===== src/rtl/crank_wheel_gen.sv =====
// N-minus-M crank trigger-wheel generator.
// Emits one revolution of teeth per latched config; missing slots sit at the end.
module crank_wheel_gen #(
    parameter int CNT_W = 16,
    parameter int PER_W = 32
) (
    input  logic             clk,
    input  logic             reset_n,
    input  logic             enable,
    input  logic [CNT_W-1:0] tooth_cnt,
    input  logic [CNT_W-1:0] teeth_missing,
    input  logic [PER_W-1:0] tooth_period,
    output logic             vr_out,
    output logic [CNT_W-1:0] tooth_idx,
    output logic             rev_pulse,
    output logic             running,
    output logic             cfg_err
);

    typedef enum logic [1:0] {IDLE, HIGH, LOW} state_t;

    state_t           state, state_n;
    logic [PER_W-1:0] cnt, cnt_n, sh_per, half;
    logic [CNT_W-1:0] sh_cnt, sh_miss, idx_n, idx_inc, first_miss;
    logic             cfg_ok, slot_end, last_slot, next_miss;
    logic             latch, err_n;

    assign cfg_ok = (tooth_cnt >= CNT_W'(2)) &&
                    (teeth_missing < tooth_cnt) &&
                    (tooth_period >= PER_W'(4));

    assign half       = sh_per >> 1;
    assign slot_end   = (state == LOW) && (cnt == sh_per - PER_W'(1));
    assign last_slot  = (tooth_idx == sh_cnt - CNT_W'(1));
    assign idx_inc    = tooth_idx + CNT_W'(1);
    assign first_miss = sh_cnt - sh_miss;
    assign next_miss  = (idx_inc >= first_miss);

    // Config is only sampled at the start of a revolution
    assign latch = enable && cfg_ok &&
                   ((state == IDLE) || (slot_end && last_slot));

    always_ff @(posedge clk or negedge reset_n) begin
        if (!reset_n) begin
            state <= IDLE;
        end else begin
            state <= state_n;
        end
    end

    always_comb begin
        state_n = state;
        unique case (state)
            IDLE: begin
                if (enable && cfg_ok) state_n = HIGH;
            end
            HIGH: begin
                if (!enable)                       state_n = IDLE;
                else if (cnt == half - PER_W'(1))  state_n = LOW;
            end
            LOW: begin
                if (!enable) begin
                    state_n = IDLE;
                end else if (slot_end) begin
                    if (last_slot) state_n = cfg_ok ? HIGH : IDLE;
                    else           state_n = next_miss ? LOW : HIGH;
                end
            end
            default: state_n = IDLE;
        endcase
    end

    always_comb begin
        cnt_n = cnt + PER_W'(1);
        if (state_n == IDLE || state == IDLE || slot_end) cnt_n = '0;

        idx_n = tooth_idx;
        if (state_n == IDLE || latch) idx_n = '0;
        else if (slot_end)            idx_n = idx_inc;

        err_n = cfg_err;
        if (!enable)                                    err_n = 1'b0;
        else if (state == IDLE || (slot_end && last_slot)) err_n = !cfg_ok;
    end

    always_ff @(posedge clk or negedge reset_n) begin
        if (!reset_n) begin
            cnt       <= '0;
            tooth_idx <= '0;
            vr_out    <= 1'b0;
            rev_pulse <= 1'b0;
            running   <= 1'b0;
            cfg_err   <= 1'b0;
            sh_cnt    <= '0;
            sh_miss   <= '0;
            sh_per    <= '0;
        end else begin
            cnt       <= cnt_n;
            tooth_idx <= idx_n;
            vr_out    <= (state_n == HIGH);
            rev_pulse <= latch;
            running   <= (state_n != IDLE);
            cfg_err   <= err_n;
            if (latch) begin
                sh_cnt  <= tooth_cnt;
                sh_miss <= teeth_missing;
                sh_per  <= tooth_period;
            end
        end
    end

endmodule


===== config.mk =====
export PLATFORM = sky130hd
export DESIGN_NAME = crank_wheel_gen
export DESIGN_NICKNAME = d
export VERILOG_FILES = /design/src/rtl/crank_wheel_gen.sv
export SDC_FILE = /design/constraint.sdc
export NUM_CORES = 1
export LEC_CHECK = 0
export CELL_PAD_IN_SITES_DETAIL_PLACEMENT = 2
export CELL_PAD_IN_SITES_GLOBAL_PLACEMENT = 2
export CORE_MARGIN = 8
export CORE_UTILIZATION = 25
export DETAILED_ROUTE_END_ITERATION = 10
export PLACE_DENSITY = 0.62
export SYNTH_ARGS = -nofsm -noshare
export SYNTH_HDL_FRONTEND = slang
export SYNTH_SLANG_ARGS = --single-unit
export TNS_END_PERCENT = 5

===== constraint.sdc =====
create_clock -name clk -period 4.4 [get_ports clk]
set_input_delay 0.88 -clock clk [delete_from_list [all_inputs] [get_ports clk]]
set_output_delay 0.88 -clock clk [all_outputs]
set_load 0.01 [all_outputs]

Yosys cells after proc, flatten, opt, wreduce, memory -nomap -nowiden --
Index checks and enable logic that the tools add are counted. W data, S select, Z words.
Storage, ports and cells: output and inout bits 20, input bits 67, flip-flop bits (word level) 118
Operators by class: reductions and logical operators 15, muxes and demuxes 14, order comparisons 4, add/sub/neg operators 6, eq/ne operators 7
Operators with widths (number):
- $eq A32 B32 Y1 | 2
- $add A32 B1 Y32 const B | 1
- $ge A32 B3 Y1 const B | 1
- $mux W16 | 2
- $mux W32 | 1
- $sub A31 B1 Y32 const B | 1
- $sub A32 B1 Y32 const B | 1
- $add A16 B1 Y16 const B | 1
- $eq A16 B16 Y1 | 1
- $ge A16 B16 Y1 | 1
- $ge A16 B2 Y1 const B | 1
- $lt A16 B16 Y1 | 1
- $sub A16 B1 Y16 const B | 1
- $sub A16 B16 Y16 | 1
- $mux W2 | 7
- $logic_and A1 B1 Y1 | 6
- $pmux W2 S3 | 1
- $eq A2 B1 Y1 const B | 2
- $logic_not A2 Y1 | 2
- $logic_or A1 B1 Y1 | 4
- $reduce_bool A2 Y1 | 2
- $mux W1 | 3
- $eq A2 B2 Y1 const B | 1
- $ne A2 B1 Y1 const B | 1
- $logic_not A1 Y1 | 1

Longest topological paths before layout --
Gate-level depths: netlist (run 1).
depth after elaboration 12, depth in mapped cells 24, gate-level depth less buffers 23

Least setup slack after synthesis (run 1) --
OpenSTA, ideal clock, no wires.
path type register to register, from reg sh_cnt[0], to reg tooth_idx[8], buffers on the path 1, data required time 4.281 ns, setup slack -0.033 ns, stages on the path, launching flop included 25, period minus slack after synthesis 4.433 ns, arrival 4.314 ns, path through dfrtp_1 > inv_1 > ha_1 > inv_1 > fa_1 > a21o_1 > a21oi_1 > o21bai_1 > a211o_1 > a31oi_1 > a21oi_1 > a21o_1 > a21oi_1 > xor2_1 > ha_1 > and4_1 > nand4_1 > o221ai_1 > a211oi_1 > a41oi_1 > a2bb2oi_1 > o22ai_1 > o21ai_2 > buf_4 > nor2_1
On the way: cells in the longest elaborated chain, start to end 10
Ends and longest elaborated chain:
- from (decl) | line 24 | logic [CNT_W-1:0] sh_cnt, sh_miss, idx_n, idx_inc, first_miss;
- from (signal assigned) | line 105 | sh_cnt <= tooth_cnt;
- $sub A16 B16 Y16 | line 36 | assign first_miss = sh_cnt - sh_miss;
- $ge A16 B16 Y1 | line 37 | assign next_miss = (idx_inc >= first_miss);
- $mux W2 | line 66 | else state_n = next_miss ? LOW : HIGH;
- $mux W2 | line 65 | if (last_slot) state_n = cfg_ok ? HIGH : IDLE;
- $mux W2 | line 64 | end else if (slot_end) begin
- $mux W2 | line 62 | if (!enable) begin
- $pmux W2 S3 | line 53 | unique case (state)
- $logic_not A2 Y1 | line 78 | if (state_n == IDLE || latch) idx_n = '0;
- $logic_or A1 B1 Y1 * | line 78
- $mux W16 / $reduce_bool A2 Y1 (equally long branches)
- to (signal assigned) | line 99 | tooth_idx <= idx_n;
- to (decl) | line 14 | output logic [CNT_W-1:0] tooth_idx,
Mark *: on every way between the ends. The rest lies on a longest branch, timed or not. A chain may end at the register's enable or synchronous reset.

Worst setup path after layout (run 1) --
from reg sh_cnt[0], to reg tooth_idx[5]
The elaborated chain is that of the path after synthesis.

==> flow_summary.toml, run 1 <==
[outcome]
status = "finished, violations left"
violations = "setup timing"

[critical_path]
crit_type = "flop to flop"
end_kind = "flop"
cp.arrival_ns = 4.73
cp_max_fo = 7
cp.required_ns = 4.72
r2r_cells = 25
start_kind = "flop"

[placement]
dpl.hpwl_um = 27000
portBuffers = 86
place_area_um2 = 11400
globalplace.congestion = 0.802
dp.cells = 1684

[power]
power_leakage_nw = 5.17
cellPowerDensity_nw_per_um2 = 417
peakVddDrop_mv = 0.163

[sta]
finalSetupViolations = 4
slew_violations = 0
post-route-period-util_pct = 100
setup_ws_ns = -0.0101
rsz0062_at_grt = "true"
hold_viol = 0
hold_ws_ns = 0.515
skew_ns = 0.0123
tightest_slew_ns = 0.940
slew_headroom_pct = 36.9
period_needed_ns = 4.41
fmax_ghz = 0.227

[drt]
routed_via_density = 4.88
wl_per_cell_um = 20.0
wl_um = 34600
drtAntennaViolNets = 0
drc = 0
via_count = 8462
drt_iter0_drc = 262
firstDrtPassIters = 6

[global_routing]
grt_pass1_wl_um = 54300
grt_pass1_vias = 9412
grt_remaining_overflow = 0
gr-usage-all-layers_pct = 15.7
antenna_found_initial = 0
grt_max_degree = 119

[worst_hold_path]
hp-class = "flop to flop"
holdPathStages = 1

[logic_synthesis]
synth_top_flop_cell = "dfrtp_1"
synth.distinct_cells = 69
yosysTopAreaCell = "dfrtp_1"
syn_area_per_cell_um2 = 8.91
synth_enable_flop_cells = 0
async_flop_share_pct = 100
yosysSeqAreaShare_pct = 30.8
synth_area_um2 = 9580
syn_nets = 1194
synthTopCellsByArea = "dfrtp_1 (31%), xnor2_1 (9.4%), mux2_4 (7.7%), ha_1 (6.7%), xor2_1 (6.4%)"
synth-seq-cells = 118
synth_top_area_share_pct = 30.8
syn_inst = 1075
yosysWarnings = 0

[job]
drv_cap = 0

[floorplan]
core_area_um2 = 37700
io_pins = 87
die_w_um = 212
die_h_um = 212
rows = 71
start_util_pct = 25.4
die_area_um2 = 44800

[finish]
n_antenna_cell = 0
drive_gt1_share_pct = 18.3
fin_cells = 1734
area_delta_synth_final_pct = 28.7
finalInstanceArea_um2 = 12300
nets = 1329

[clocking]
clk_pin_slew_ns = 0.06
clockRootBuffer = "clkbuf_16"
clk_path_buf_depth = 2
ctsHtreeMaxLevel = 4
clock_latency_ns = 0.45
cts.sinks = 118
cts_buffers = 17
cts_tree = "done"
hold_buffers = 0
==> sequential cells by signal, indices dropped and copies added (netlist names) <==
register and flops:
cfg_err 1, cnt 32, rev_pulse 1, running 1, sh_cnt 16, sh_miss 16, sh_per 32, state 2
tooth_idx 16, vr_out 1
==> per-stage QoR <==
step | setup WS, ns | setup TNS [ns] | power (mW) | util, %
final | -0.0101 | -0.0152 | 5.14 | 32.7
after global routing | -0.244 | -4.00 | 5.48 | 32.7
after CTS | -0.0123 | -0.0757 | 5.17 | 32.5
after detailed placement | -0.619 | -10.0 | 3.57 | 30.4
after global placement | -0.431 | -6.94 | 3.50 | 30.4
after floorplan | 0.0325 | 0 | 2.80 | -
==> synth_stat cells, drive strengths merged, types with 6 or more instances <==
cell and instances:
a21o 9, a21oi 24, a31oi 16, and2 8, and3 13, and4 6, buf 20, clkbuf 49
dfrtp 118, ha 51, inv 58, mux2 50, nand2 61, nand2b 16, nand3 38, nand4 26
nor2 109, nor2b 7, nor3 33, nor3b 7, nor4 47, o21ai 33, o31ai 6, or2 7
or3 10, or4 7, xnor2 103, xor2 70
==> cells by family (layout without fill, tap and decap cells) <==
logic type      Yosys count  count (layout)  share of synthesized area (%)
buf+inv                 127             275                           5.63
xor+xnor                173             173                           15.8
mux                      53              53                           8.11
compound gates          149             149                           10.6
fa+ha+maj                52              52                           6.87
simple gates            403             403                           22.1
flops                   118             118                           30.8
==> per-layer routing <==
metal	share of wire (%)	routed length, um	global-route usage (%)
met1	44	15100	18.7
met2	52	17900	27.8
met3	2.5	861	2.88
met4	2.2	776	5.49
met5	0	0	0
==> worst max-delay path, cell delays in order (launching register included) <==
cell and delay [ns]:
dfrtp_1 0.39, inv_2 0.08, ha_4 0.13, inv_2 0.04, fa_2 0.34, a21o_1 0.18
a21oi_2 0.19, o21bai_2 0.10, a211o_1 0.35, a31oi_4 0.16, a21oi_2 0.08, a21o_1 0.20
a21oi_2 0.15, xor2_1 0.17, ha_1 0.26, and4_1 0.17, nand4_1 0.11, nor2_1 0.07
a211oi_2 0.21, buf_4 0.17, a41oi_4 0.04, a2bb2oi_2 0.19, o22ai_2 0.11, o21ai_4 0.20
buf_6 0.17, nor2_1 0.05
==> layout make-up <==
class                           instances  area [um^2]
Sequential cell                       118         2950
Inverter                               58          218
Clock buffer                           19          443
Timing Repair Buffer                  185         1700
Tap cell                              511          639
Multi-Input combinational cell        830         6220
Clock inverter                         13          149
Fill cell                            4236        25300
==> final timing paths <==
kind,startpoint,end,slack (ns)
max,sh_cnt[0],tooth_idx[5],-0.01
min,sh_miss[10],sh_miss[10],0.51
max reg2reg,sh_cnt[0],tooth_idx[5],-0.01
min reg2reg,sh_miss[10],sh_miss[10],0.51
max in group asynchronous,reset_n,sh_per[18],3.32
min in group asynchronous,reset_n,tooth_idx[10],0.55
==> timing repair <==
item	CTS	global route
endpoints found under the setup margin	20	20
buffers inserted	14	4
pin swaps	23	20
cloned	0	1
gates resized for setup	20	18
==> power by group <==
part / total, mW / switching, mW / internal, mW / leakage, nW
Clock: 1.43 / 0.581 / 0.852 / 0.268
Sequential: 1.48 / 0.237 / 1.24 / 1.51
Combinational: 2.23 / 1.13 / 1.10 / 3.40
==> cells in the final DEF (no fill, tap or decap), types with 7 or more instances in the layout <==
cell / synthesis / final
a21o_1: 9 / 9
a21oi_1: 24 / 21
a31oi_1: 15 / 14
and2_1: 8 / 8
and3_1: 13 / 13
buf_12: 0 / 7
buf_4: 1 / 90
clkbuf_16: 0 / 17
clkdlybuf4s50_1: 0 / 85
dfrtp_1: 118 / 118
ha_1: 51 / 50
inv_1: 58 / 56
mux2_4: 49 / 49
nand2_1: 61 / 61
nand2b_1: 16 / 16
nand3_1: 38 / 38
nand4_1: 26 / 26
nor2_1: 109 / 99
nor2_2: 0 / 10
nor2b_1: 7 / 7
nor3_1: 32 / 32
nor3b_1: 7 / 7
nor4_1: 44 / 44
o21ai_0: 32 / 30
or3_1: 10 / 10
or4_1: 7 / 7
xnor2_1: 103 / 103
xor2_1: 70 / 70
Power figures use the tool's default switching activity.
==> run 2, diff against run 1 <==
CTS_CLUSTER_SIZE = 24   (was not set)
==> results of run 2 <==
The final DEF is identical to that of run 1; final timing and power are the same.
